[config.mk]
export PLATFORM = sky130hd
export DESIGN_NAME = loop_delay_meas_scheduler
export DESIGN_NICKNAME = d
export VERILOG_FILES = /design/src/rtl/delay_meas_pkg.sv /design/src/rtl/meas_timer.sv /design/src/rtl/loop_delay_meas_scheduler.sv
export SDC_FILE = /design/constraint.sdc
export NUM_CORES = 1
export LEC_CHECK = 0
export CAP_MARGIN = 20
export CORE_MARGIN = 10
export CORE_UTILIZATION = 35
export CTS_CLUSTER_SIZE = 25
export DETAILED_ROUTE_END_ITERATION = 10
export GPL_TIMING_DRIVEN = 1
export PLACE_DENSITY = 0.58
export SLEW_MARGIN = 20
export SYNTH_ARGS = -nofsm -noshare
export SYNTH_HDL_FRONTEND = slang
export SYNTH_HIERARCHICAL = 1
export SYNTH_SLANG_ARGS = --single-unit
[constraint.sdc]
create_clock -name Clk_100MHz -period 2.8 [get_ports Clk_100MHz]
set_clock_uncertainty 0.05 [all_clocks]
set_input_delay 0.42 -clock Clk_100MHz [delete_from_list [all_inputs] [get_ports Clk_100MHz]]
set_output_delay 0.42 -clock Clk_100MHz [all_outputs]
set_load 0.1 [all_outputs]
[src/rtl/delay_meas_pkg.sv]
// Shared definitions for the loop-delay measurement scheduler.
// FSM encoding and datapath widths used by the top and its timer.
package delay_meas_pkg;

  localparam int DELAY_W = 16;
  localparam int TOCNT_W = 8;
  localparam int TIMER_W = 16;

  typedef enum logic [2:0] {
    S_IDLE   = 3'd0,
    S_REQ    = 3'd1,
    S_MEAS   = 3'd2,
    S_SETTLE = 3'd3,
    S_ACCUM  = 3'd4,
    S_GAP    = 3'd5
  } state_t;

endpackage

[src/rtl/meas_timer.sv]
// Loadable down-counter with zero flag, shared by the MEAS, SETTLE and GAP phases.
// Holds at zero until reloaded.
module meas_timer
  import delay_meas_pkg::*;
(
  input  logic               clk,
  input  logic               rst_n,
  input  logic               load,
  input  logic [TIMER_W-1:0] load_val,
  output logic               zero
);

  logic [TIMER_W-1:0] count;

  always_ff @(posedge clk or negedge rst_n) begin
    if (!rst_n) begin
      count <= '0;
    end else if (load) begin
      count <= load_val;
    end else if (count != '0) begin
      count <= count - 1'b1;
    end
  end

  assign zero = (count == '0);

endmodule

[src/rtl/loop_delay_meas_scheduler.sv]
// Periodic ring loop-delay measurement sequencer with sample averaging and lost-loop count.
// Optional macro LOOP_DELAY_MINMAX_EN adds MinLoopDelay/MaxLoopDelay tracking outputs.
module loop_delay_meas_scheduler
  import delay_meas_pkg::*;
#(
  parameter int LOG2_SAMPLES   = 3,
  parameter int TIMEOUT_CYCLES = 50000,
  parameter int GAP_CYCLES     = 10000,
  parameter int SETTLE_CYCLES  = 4
) (
  input  logic               Clk_100MHz,
  input  logic               rst_n,
  input  logic               Enable,
  input  logic               SocGrant,
  input  logic               LoopReturn,
  input  logic [DELAY_W-1:0] RegLoopDelay,
  output logic               SocReq,
  output logic               StartCounting,
  output logic [DELAY_W-1:0] AveLoopDelay,
  output logic               AveValid,
  output logic [TOCNT_W-1:0] TimeoutCnt,
  output logic               Busy
`ifdef LOOP_DELAY_MINMAX_EN
  ,
  output logic [DELAY_W-1:0] MinLoopDelay,
  output logic [DELAY_W-1:0] MaxLoopDelay
`endif
);

  localparam int ACC_W = DELAY_W + LOG2_SAMPLES;

  state_t               state, next_state;
  logic                 timer_load;
  logic [TIMER_W-1:0]   timer_val;
  logic                 timer_zero;
  logic                 timeout_evt;
  logic                 going_idle;
  logic [ACC_W-1:0]     acc;
  logic [ACC_W-1:0]     acc_sum;
  logic [LOG2_SAMPLES-1:0] cnt;

  meas_timer u_timer (
    .clk      (Clk_100MHz),
    .rst_n    (rst_n),
    .load     (timer_load),
    .load_val (timer_val),
    .zero     (timer_zero)
  );

  always_ff @(posedge Clk_100MHz or negedge rst_n) begin
    if (!rst_n) state <= S_IDLE;
    else        state <= next_state;
  end

  // Each timed phase reloads the shared timer on the edge that enters it.
  always_comb begin
    next_state = state;
    timer_load = 1'b0;
    timer_val  = '0;
    case (state)
      S_IDLE: if (Enable) next_state = S_REQ;
      S_REQ: begin
        if (SocGrant) begin
          next_state = S_MEAS;
          timer_load = 1'b1;
          timer_val  = TIMER_W'(TIMEOUT_CYCLES - 1);
        end
      end
      S_MEAS: begin
        if (LoopReturn) begin
          next_state = S_SETTLE;
          timer_load = 1'b1;
          timer_val  = TIMER_W'(SETTLE_CYCLES - 1);
        end else if (timer_zero) begin
          next_state = S_GAP;
          timer_load = 1'b1;
          timer_val  = TIMER_W'(GAP_CYCLES - 1);
        end
      end
      S_SETTLE: if (timer_zero) next_state = S_ACCUM;
      S_ACCUM: begin
        next_state = S_GAP;
        timer_load = 1'b1;
        timer_val  = TIMER_W'(GAP_CYCLES - 1);
      end
      S_GAP: if (timer_zero) next_state = Enable ? S_REQ : S_IDLE;
      default: next_state = S_IDLE;
    endcase
  end

  assign SocReq        = (state == S_REQ);
  assign StartCounting = (state == S_MEAS) || (state == S_SETTLE) || (state == S_ACCUM);
  assign Busy          = (state != S_IDLE);

  assign timeout_evt = (state == S_MEAS) && !LoopReturn && timer_zero;
  assign going_idle  = (state == S_GAP) && timer_zero && !Enable;
  assign acc_sum     = acc + ACC_W'(RegLoopDelay);

  always_ff @(posedge Clk_100MHz or negedge rst_n) begin
    if (!rst_n) begin
      acc          <= '0;
      cnt          <= '0;
      AveLoopDelay <= '0;
      AveValid     <= 1'b0;
      TimeoutCnt   <= '0;
    end else begin
      AveValid <= 1'b0;
      if (state == S_ACCUM) begin
        cnt <= cnt + 1'b1;
        if (cnt == '1) begin
          AveLoopDelay <= acc_sum[ACC_W-1:LOG2_SAMPLES];
          AveValid     <= 1'b1;
          acc          <= '0;
        end else begin
          acc <= acc_sum;
        end
      end
      // A partial average never survives a stop/restart.
      if (going_idle) begin
        acc <= '0;
        cnt <= '0;
      end
      if (timeout_evt && (TimeoutCnt != '1)) TimeoutCnt <= TimeoutCnt + 1'b1;
    end
  end

`ifdef LOOP_DELAY_MINMAX_EN
  always_ff @(posedge Clk_100MHz or negedge rst_n) begin
    if (!rst_n) begin
      MinLoopDelay <= '1;
      MaxLoopDelay <= '0;
    end else if ((state == S_IDLE) && Enable) begin
      MinLoopDelay <= '1;
      MaxLoopDelay <= '0;
    end else if (state == S_ACCUM) begin
      if (RegLoopDelay < MinLoopDelay) MinLoopDelay <= RegLoopDelay;
      if (RegLoopDelay > MaxLoopDelay) MaxLoopDelay <= RegLoopDelay;
    end
  end
`endif

endmodule

==> out/qor.csv, run 1 <==
metric,value,unit
outcome,finished clean,
initial antenna violation count,0,
Leakage,2.42,nW
DIE WIDTH,127,um
crit path max fanout,7,
Slew @ Worst Pin,858,ps
top post-synthesis cells by area,"dfrtp_1, ha_1, o21ai_0",
Post-synth EDFFs,0,
Crit. End Element,flop,
reg-to-reg setup timing slack,180,ps
VDD IR max,0.000437,V
period utilisation layout,93.7,%
Cell variety after synth,69,
Die Height,127,um
yosys warns,6,
Synth top cells by count,"dfrtp_1, nand2_1, o21ai_0",
setup tns final,0,ps
via-per-instance ratio,5.22,
hold_buf cts,0,
share of layout cells above drive strength 1,24.0,%
fin util,47.0,%
worst setup path endpoint,AveLoopDelay[15]$_DFFE_PN0P_,
syn avg cell area,9.69,sq um
DRC viols,0,
min Tclk post-route,2620,ps
Worst Setup Path Type,reg2reg,
first-pass GRT wire length,16500,um
most common cell in the netlist,dfrtp_1,
Critical R2R Capture,AveLoopDelay[15]$_DFFE_PN0P_,
Starting DRT DRC Count,192,
worst r2r src,acc[0]$_DFFE_PN0P_,
Synth Flop Type,dfrtp_1,
Cells after Synth,413,
Syn-to-layout area delta,29.4,%
crit path from,acc[0]$_DFFE_PN0P_,
CORE AREA,0.0110,sq mm
max cap viols,0,
CTS Buffer Depth,2,
dpl cells,623,
fmax,0.381,GHz
largest net degree at the start of global routing,67,
mapped cell area,0.00400,sq mm
first-pass detailed-route iteration total,5,
critical path arrival,2770,ps
via count,3343,
reg2reg path depth,8,
Inserted Diodes,0,
Setup crit start kind,flop,
power density over the cells,1190,mW/mm^2
final cell count without fillers,641,
share of the synthesized area in the top cell type,41.3,%
Async SR Flop Fraction,100,%
Final Net Count,538,
grt ovf,0,
Routed Antenna Nets,0,
CTS clock-pin slew for the worst setup and hold paths,60,ps
crit path cell chain,ha_2 -> fa_2 -> a211oi_2 -> o21bai_1 -> a311o_2 -> a221oi_4 -> or3_4 -> a31oi_1,
fin. max-slew vios,0,
I/O pins,49,
Synth area leader,dfrtp_1,
Slew HR,42.8,%
Placement Rows,38,
Root Buffer,clkbuf_16,
Routed WL,9790,um
Die ar.,0.0161,sq mm
WL per Instance,15.3,um
htree depth,3,
Crit-path slowest cell,a311o_2,
Setup Viol. Count Final,0,
vias in the first global route,3353,
HP Class,in2async,
Fin. Hold Viols,0,
final worst slack,177,ps
Yosys reg bits,66,
GPL Wtd Cong,0.814,
CTS sink cnt,66,
Place WS,-301,ps
"delay-heaviest family, CP",compound AO/OA/AOI/OAI gates,
CP max stage delay,460,ps
port buffer count,48,
critical path required time,2950,ps
post-DP HPWL,7220,um
WP depth,8,
Crit path buffers/inverters,0,
register area share after synthesis,41.3,%
Initial Util,36.3,%
Skew-Pair Late Insertion Delay,330,ps
Total Routing Usage GR,12.2,%
clock buffers created by TritonCTS,9,
CTS tree,built,
worst min path at each step:
stage,start,to,slack (ps),cells after the start
after floorplan,rst_n,AveLoopDelay[0]$_DFFE_PN0P_,70,0
after global placement,AveLoopDelay[0]$_DFFE_PN0P_,AveLoopDelay[0]$_DFFE_PN0P_,410,2
after CTS,rst_n,AveLoopDelay[10]$_DFFE_PN0P_,280,2
final,rst_n,AveLoopDelay[10]$_DFFE_PN0P_,230,2
after global routing,rst_n,AveLoopDelay[9]$_DFFE_PN0P_,310,2
after detailed placement,AveLoopDelay[4]$_DFFE_PN0P_,AveLoopDelay[4]$_DFFE_PN0P_,420,2
flip-flops by register name (all words and copies together), names as in the netlist:
| register | flops |
|---|---|
| AveLoopDelay | 16 |
| state | 3 |
| TimeoutCnt | 8 |
| cnt | 3 |
| u_timer/count | 16 |
| acc | 19 |
| AveValid | 1 |
final cells by class:
cell class,instances,area (sq um)
fill,1056,5850
multi-input combinational,325,2280
sequential,66,1650
timing repair buffer,85,698
clock buffer,12,267
tap,140,175
clock inverter,4,72.6
inverter,9,33.8
cell usage in the layout, fill, tap and decap left out, types with 5 or more instances in the layout:
cell	instances
dfrtp_1	66
buf_4	64
nand2_1	42
o21ai_0	32
nor2_1	20
xnor2_1	20
a21oi_1	20
ha_1	19
clkdlybuf4s50_1	18
nand2b_1	14
nand3_1	14
inv_1	9
a21o_1	9
a22o_1	9
clkbuf_16	9
or3_1	8
nor3_1	7
xor2_1	7
o211a_1	7
and3_1	5
a31oi_1	5
conb_1	5
per-stage QoR:
stage / hold WS, ps / instance area (sq um) / power, W
after floorplan: 74.4 / 4020 / 0.00402
final: 227 / 5180 / 0.00618
after global placement: 413 / 4800 / 0.00485
after global routing: 314 / 5180 / 0.00663
after detailed placement: 422 / 4800 / 0.00491
after CTS: 278 / 5140 / 0.00620
worst register-to-register path, cell delays in order, from the launching register on:
cell and delay [ps]:
dfrtp_1 390, ha_2 190, fa_2 400, a211oi_2 210
o21bai_1 100, a311o_2 460, a221oi_4 430, or3_4 190
a31oi_1 70
timing repair:
action	in CTS	in global routing
setup endpoints to repair	0	21
gates resized for setup	0	9
setup buffers	0	2
layer usage:
metal,global-route usage (%),share of wire (%),vias up
met1,16.6,49,1611
met4,5.16,1.7,0
met5,0,0,-
li1,-,-,1673
met3,2.12,2.6,12
met2,18.6,46,47
power breakdown:
part	switching (W)	total (W)	internal, W
Clock	0.000408	0.00126	0.000851
Combinational	0.00199	0.00333	0.00134
Sequential	0.000296	0.00159	0.00130
cell families after synthesis:
kind of cell	after synthesis	synth area share [%]
compound gates	120	21.4
xor+xnor	27	5.91
fa+ha+maj	21	6.75
buf+inv	26	2.81
flops	66	41.3
mux	6	1.75
other cells	1	0.0937
simple gates	146	20.1
(Power assumes the default switching activity.)
==> run 2: changes to the inputs <==
==> constraint.sdc (replaced) <==
create_clock -name Clk_100MHz -period 2.8 [get_ports Clk_100MHz]
set_clock_uncertainty 0.05 [all_clocks]
set_input_delay 0.42 -clock Clk_100MHz [delete_from_list [all_inputs] [get_ports Clk_100MHz]]
set_output_delay 0.42 -clock Clk_100MHz [all_outputs]
set_load 0.01 [all_outputs]
==> out/qor.csv, run 2 (synthesis results as in run 1) <==
metric,value,unit,change
outcome,finished clean,,unchanged
I/O pins,49,,unchanged
Slew HR,43.8,%,was 42.8%
crit path from,RegLoopDelay[1],,was acc[0]$_DFFE_PN0P_
period utilisation layout,95.4,%,was 93.7%
post-DP HPWL,7080,um,was 7220 um
Skew-Pair Late Insertion Delay,320,ps,was 330 ps
fmax,0.374,GHz,was 0.381 GHz
Setup crit start kind,input pin,,was flop
dpl cell area,0.00485,sq mm,was 0.00480 sq mm
CTS tree,built,,unchanged
CTS Buffer Depth,2,,unchanged
fin. max-slew vios,0,,unchanged
clock buffers created by TritonCTS,9,,unchanged
reg2reg path depth,8,,unchanged
Critical R2R Capture,AveLoopDelay[15]$_DFFE_PN0P_,,unchanged
share of layout cells above drive strength 1,17.3,%,was 24.0%
grt ovf,0,,unchanged
Inserted Diodes,0,,unchanged
post-route cell area,0.00514,sq mm,was 0.00518 sq mm
Leakage,2.33,nW,was 2.42 nW
GPL Wtd Cong,0.819,,was 0.814
power density over the cells,1030,mW/mm^2,was 1190 mW/mm^2
Setup Viol. Count Final,0,,unchanged
CTS sink cnt,66,,unchanged
Die ar.,0.0161,sq mm,unchanged
first-pass detailed-route iteration total,5,,unchanged
critical path required time,2990,ps,was 2950 ps
crit path max fanout,7,,unchanged
Final Net Count,537,,was 538
CTS clock-pin slew for the worst setup and hold paths,50,ps,was 60 ps
port buffer count,48,,unchanged
via count,3362,,"was 3,343"
Die Height,127,um,unchanged
largest net degree at the start of global routing,67,,unchanged
Largest Register,acc,,unchanged
critical path arrival,2860,ps,was 2770 ps
leading registers by flop count,"acc: 19 flops, AveLoopDelay: 16 flops, u_timer/count: 16 flops",,unchanged
Total Routing Usage GR,12.0,%,was 12.2%
worst r2r src,acc[0]$_DFFE_PN0P_,,unchanged
hold_buf cts,0,,unchanged
first-pass GRT wire length,16100,um,"was 16,500 um"
fin util,46.6,%,was 47.0%
htree depth,3,,unchanged
Initial Util,36.3,%,unchanged
final cell count without fillers,637,,was 641
Worst Setup Path Type,in2reg,,was reg2reg
Power Total,0.00528,W,was 0.00618 W
HP Class,in2async,,unchanged
"commonest non-fill, non-tap cell in the layout",dfrtp_1,,unchanged
dpl cells,622,,was 623
Crit. End Element,flop,,unchanged
via-per-instance ratio,5.28,,was 5.22
VDD IR max,0.000345,V,was 0.000437 V
Place WS,-409,ps,was -301 ps
Routed Antenna Nets,0,,unchanged
worst setup path endpoint,AveLoopDelay[15]$_DFFE_PN0P_,,unchanged
Fin. Hold Viols,0,,unchanged
DRC viols,0,,unchanged
Slew @ Worst Pin,843,ps,was 858 ps
Largest register FFs,19,,unchanged
DIE WIDTH,127,um,unchanged
vias in the first global route,3269,,"was 3,353"
min Tclk post-route,2670,ps,was 2620 ps
Routed WL,9620,um,was 9790 um
final worst slack,129,ps,was 177 ps
WL per Instance,15.1,um,was 15.3 um
Syn-to-layout area delta,28.5,%,was 29.4%
initial antenna violation count,0,,unchanged
max cap viols,0,,unchanged
most frequent cells in the layout,"dfrtp_1, clkdlybuf4s50_1, nand2_1",,"was dfrtp_1, buf_4, nand2_1"
CORE AREA,0.0110,sq mm,unchanged
reg-to-reg setup timing slack,170,ps,was 180 ps
Starting DRT DRC Count,181,,was 192
Placement Rows,38,,unchanged
Root Buffer,clkbuf_16,,unchanged
run 2: cell types whose count changed in the layout (fill, tap and decap cells not counted), moves of 2 or more:
| cell | delta |
|---|---|
| clkdlybuf4s50_1 | +28 |
| clkbuf_1 | +3 |
| clkbuf_8 | -3 |
| bufinv_16 | -2 |
| buf_4 | -28 |
run 2: area by class of cell:
class,count,area (sq um)
Tap cell,140,175
Multi-Input combinational cell,325,2290
Timing Repair Buffer,84,748
Inverter,9,33.8
Sequential cell,66,1650
Fill cell,1064,5890
Clock inverter,1,5.00
Clock buffer,12,236
run 2: worst min-delay path by stage:
stage	startpoint	endpoint	cells past startpoint
final	rst_n	acc[14]$_DFFE_PN0P_	2
after CTS	rst_n	acc[13]$_DFFE_PN0P_	2
after global routing	rst_n	acc[14]$_DFFE_PN0P_	2
after detailed placement	AveLoopDelay[7]$_DFFE_PN0P_	AveLoopDelay[7]$_DFFE_PN0P_	2
after floorplan	rst_n	AveLoopDelay[0]$_DFFE_PN0P_	0
after global placement	AveLoopDelay[1]$_DFFE_PN0P_	AveLoopDelay[1]$_DFFE_PN0P_	2
run 2: what timing repair did:
item / CTS / global route
setup buffers: 0 / 2
gates resized for setup: 4 / 8
endpoints found under the setup margin: 4 / 32
pin swaps: 3 / 9
run 2: critical path: stages:
cell,delay (ps)
clkdlybuf4s50_1,470
fa_2,420
a211oi_2,280
o21bai_2,100
a311o_2,440
a221oi_4,420
o21ai_1,120
a31oi_1,190
run 2: report_power, final:
group | internal, W | total [W] | switching (W)
registers | 0.00130 | 0.00161 | 0.000308
clock network | 0.000582 | 0.000960 | 0.000378
logic | 0.00136 | 0.00271 | 0.00135
total | 0.00324 | 0.00528 | 0.00204
run 2: stage by stage:
step,TNS (ps),hold WS (ps)
2_1_floorplan,0,74.4
3_3_place_gp,-1960,414
3_5_place_dp,-3360,416
4_1_cts,0,279
5_1_grt,-26.4,327
6_report,0,226
run 2: routing by layer:
metal	share of wire (%)	GRT usage [%]
met1	47	15.6
met2	47	19.2
met3	4.4	2.29
met4	1.5	5.02
met5	0	0
==> run 3: changes to the inputs <==
--- a/config.mk
+++ b/config.mk
@@ -7,11 +7,11 @@
 export LEC_CHECK = 0
 export CAP_MARGIN = 20
 export CORE_MARGIN = 10
-export CORE_UTILIZATION = 35
+export CORE_UTILIZATION = 33
 export CTS_CLUSTER_SIZE = 25
 export DETAILED_ROUTE_END_ITERATION = 10
 export GPL_TIMING_DRIVEN = 1
-export PLACE_DENSITY = 0.58
+export PLACE_DENSITY = 0.56
 export SLEW_MARGIN = 20
 export SYNTH_ARGS = -nofsm -noshare
 export SYNTH_HDL_FRONTEND = slang
==> out/qor.csv, run 3 (synthesis results as in run 1) <==
metric,value,unit,change
I/O pins,49,,unchanged
Crit-path slowest cell,a311o_2,,was clkdlybuf4s50_1
via count,3309,,"was 3,362"
via-per-instance ratio,5.14,,was 5.28
Final Net Count,534,,was 537
DRC viols,0,,unchanged
setup tns final,0,ps,unchanged
HP Class,in2async,,unchanged
CTS clock-pin slew for the worst setup and hold paths,60,ps,was 50 ps
CTS sink cnt,66,,unchanged
worst hold margin,52.0,ps,was 226 ps
largest net degree at the start of global routing,44,,was 67
critical path required time,2970,ps,was 2990 ps
Worst Setup Path Type,in2reg,,unchanged
Initial Util,33.5,%,was 36.3%
Syn-to-layout area delta,29.9,%,was 28.5%
first-pass detailed-route iteration total,4,,was 5
multi-input logic area,0.00227,sq mm,was 0.00229 sq mm
Routed WL,10100,um,was 9620 um
crit path cell chain,clkdlybuf4s50_1 -> ha_2 -> fa_2 -> a211oi_2 -> o21bai_1 -> a311o_2 -> a311oi_2 -> xnor2_1 -> mux2_4,,was clkdlybuf4s50_1 -> fa_2 -> a211oi_2 -> o21bai_2 -> a311o_2 -> a221oi_4 -> o21ai_1 -> a31oi_1
vias in the first global route,3326,,"was 3,269"
CTS Buffer Depth,2,,unchanged
Slew HR,48.9,%,was 43.8%
met1 usage,15.6,%,about the same
GPL Wtd Cong,0.804,,was 0.819
min Tclk post-route,2690,ps,was 2670 ps
Leakage,2.34,nW,was 2.33 nW
hold_buf cts,0,,unchanged
"commonest non-fill, non-tap cell in the layout",dfrtp_1,,unchanged
"delay-heaviest family, CP",compound AO/OA/AOI/OAI gates,,unchanged
Slew @ Worst Pin,761,ps,was 843 ps
share of layout cells above drive strength 1,17.3,%,unchanged
Die ar.,0.0169,sq mm,was 0.0161 sq mm
CORE AREA,0.0120,sq mm,was 0.0110 sq mm
fin. max-slew vios,0,,unchanged
CP max stage delay,460,ps,was 470 ps
critical path arrival,2860,ps,about the same
Routed Antenna Nets,0,,unchanged
CTS tree,built,,unchanged
Setup Viol. Count Final,0,,unchanged
outcome,finished clean,,unchanged
most frequent cells in the layout,"dfrtp_1, clkdlybuf4s50_1, nand2_1",,unchanged
global routing usage on met2,18.9,%,was 19.2%
htree depth,3,,unchanged
power density over the cells,1050,mW/mm^2,was 1030 mW/mm^2
RSZ-0062 raised after global routing,no,,
leading registers by flop count,"acc: 19 flops, AveLoopDelay: 16 flops, u_timer/count: 16 flops",,unchanged
grt ovf,0,,unchanged
Die Height,130,um,was 127 um
Setup crit start kind,input pin,,unchanged
first-pass GRT wire length,16500,um,"was 16,100 um"
layer with the highest usage after global routing,met2,,unchanged
max cap viols,0,,unchanged
period utilisation layout,96.2,%,was 95.4%
Root Buffer,clkbuf_16,,unchanged
clock buffers created by TritonCTS,9,,unchanged
Placement Rows,40,,was 38
port buffer count,48,,unchanged
Inserted Diodes,0,,unchanged
DIE WIDTH,130,um,was 127 um
post-DP HPWL,7330,um,was 7080 um
Total Routing Usage GR,12.2,%,was 12.0%
fmax,0.371,GHz,was 0.374 GHz
crit path max fanout,4,,was 7
WL per Instance,15.6,um,was 15.1 um
# fillers,1147,,"was 1,064"
Starting DRT DRC Count,187,,was 181
Skew-Pair Late Insertion Delay,330,ps,was 320 ps
Crit. End Element,flop,,unchanged
initial antenna violation count,0,,unchanged
VDD IR max,0.000413,V,was 0.000345 V
met3 usage,3.85,%,was 2.29%
Largest Register,acc,,unchanged
Fin. Hold Viols,0,,unchanged
Largest register FFs,19,,unchanged
Sequential Area,0.00165,sq mm,unchanged
Crit path buffers/inverters,1,,unchanged
run 3: changes by cell type in the layout (fill, tap and decap cells not counted), moves of 2 or more:
cell / delta
buf_4: -4
clkbuf_1: -3
bufinv_16: +2
clkinvlp_4: +2
nor2_2: -2
run 3: path summary, 6_finish.rpt:
| path | cells after the start | slack, ps | startpoint | endpoint |
|---|---|---|---|---|
| setup / recovery | 9 | 110 | RegLoopDelay[0] | AveLoopDelay[11]$_DFFE_PN0P_ |
| hold / removal | 1 | 50 | rst_n | acc[13]$_DFFE_PN0P_ |
| setup reg to reg | 8 | 240 | acc[0]$_DFFE_PN0P_ | AveLoopDelay[11]$_DFFE_PN0P_ |
| hold reg to reg | 2 | 430 | AveLoopDelay[0]$_DFFE_PN0P_ | AveLoopDelay[0]$_DFFE_PN0P_ |
| max in group asynchronous | 2 | 1990 | rst_n | u_timer/count[7]$_DFFE_PN0P_ |
| min in group Clk_100MHz | 2 | 430 | AveLoopDelay[0]$_DFFE_PN0P_ | AveLoopDelay[0]$_DFFE_PN0P_ |
run 3: where the power goes:
group | leakage (nW) | internal (W) | switching (W)
sequential | 0.811 | 0.00130 | 0.000323
combinational | 1.37 | 0.00131 | 0.00132
clock | 0.151 | 0.000778 | 0.000450
total | 2.34 | 0.00338 | 0.00210
run 3: per-layer routing:
| metal | vias up | wire length (um) |
|---|---|---|
| met5 | - | 0 |
| met4 | 0 | 152 |
| met3 | 9 | 568 |
| met2 | 63 | 4540 |
| met1 | 1561 | 4810 |
| li1 | 1676 | - |
run 3: cell type report:
class | count | share of cell area (%)
clock inverters | 7 | 1.81
repair buffers | 81 | 14.2
clock buffers | 9 | 4.33
flip-flops and latches | 66 | 31.8
inverters | 9 | 0.650
well taps | 147 | 3.54
multi-input cells | 325 | 43.8
run 3: per-stage QoR:
| stage | instance area (sq um) | power (W) | setup WS [ps] | instances | utilization [%] |
|---|---|---|---|---|---|
| after floorplan | 4020 | 0.00340 | 61.3 | 417 | - |
| after global placement | 4850 | 0.00419 | -302 | 627 | 40.6 |
| after detailed placement | 4850 | 0.00425 | -348 | 627 | 40.6 |
| after CTS | 5180 | 0.00552 | 40.6 | 643 | 43.3 |
| after global routing | 5200 | 0.00592 | 0.671 | 644 | 43.5 |
| final | 5200 | 0.00548 | 106 | 644 | 43.5 |
run 3: repair_timing:
item / 4_1_cts / 5_1_grt
gates resized for setup: 2 / 5
setup endpoints to repair: 1 / 28
buffers inserted: 0 / 1
hold endpoints to repair: 0 / 0
pin swaps: 2 / 2
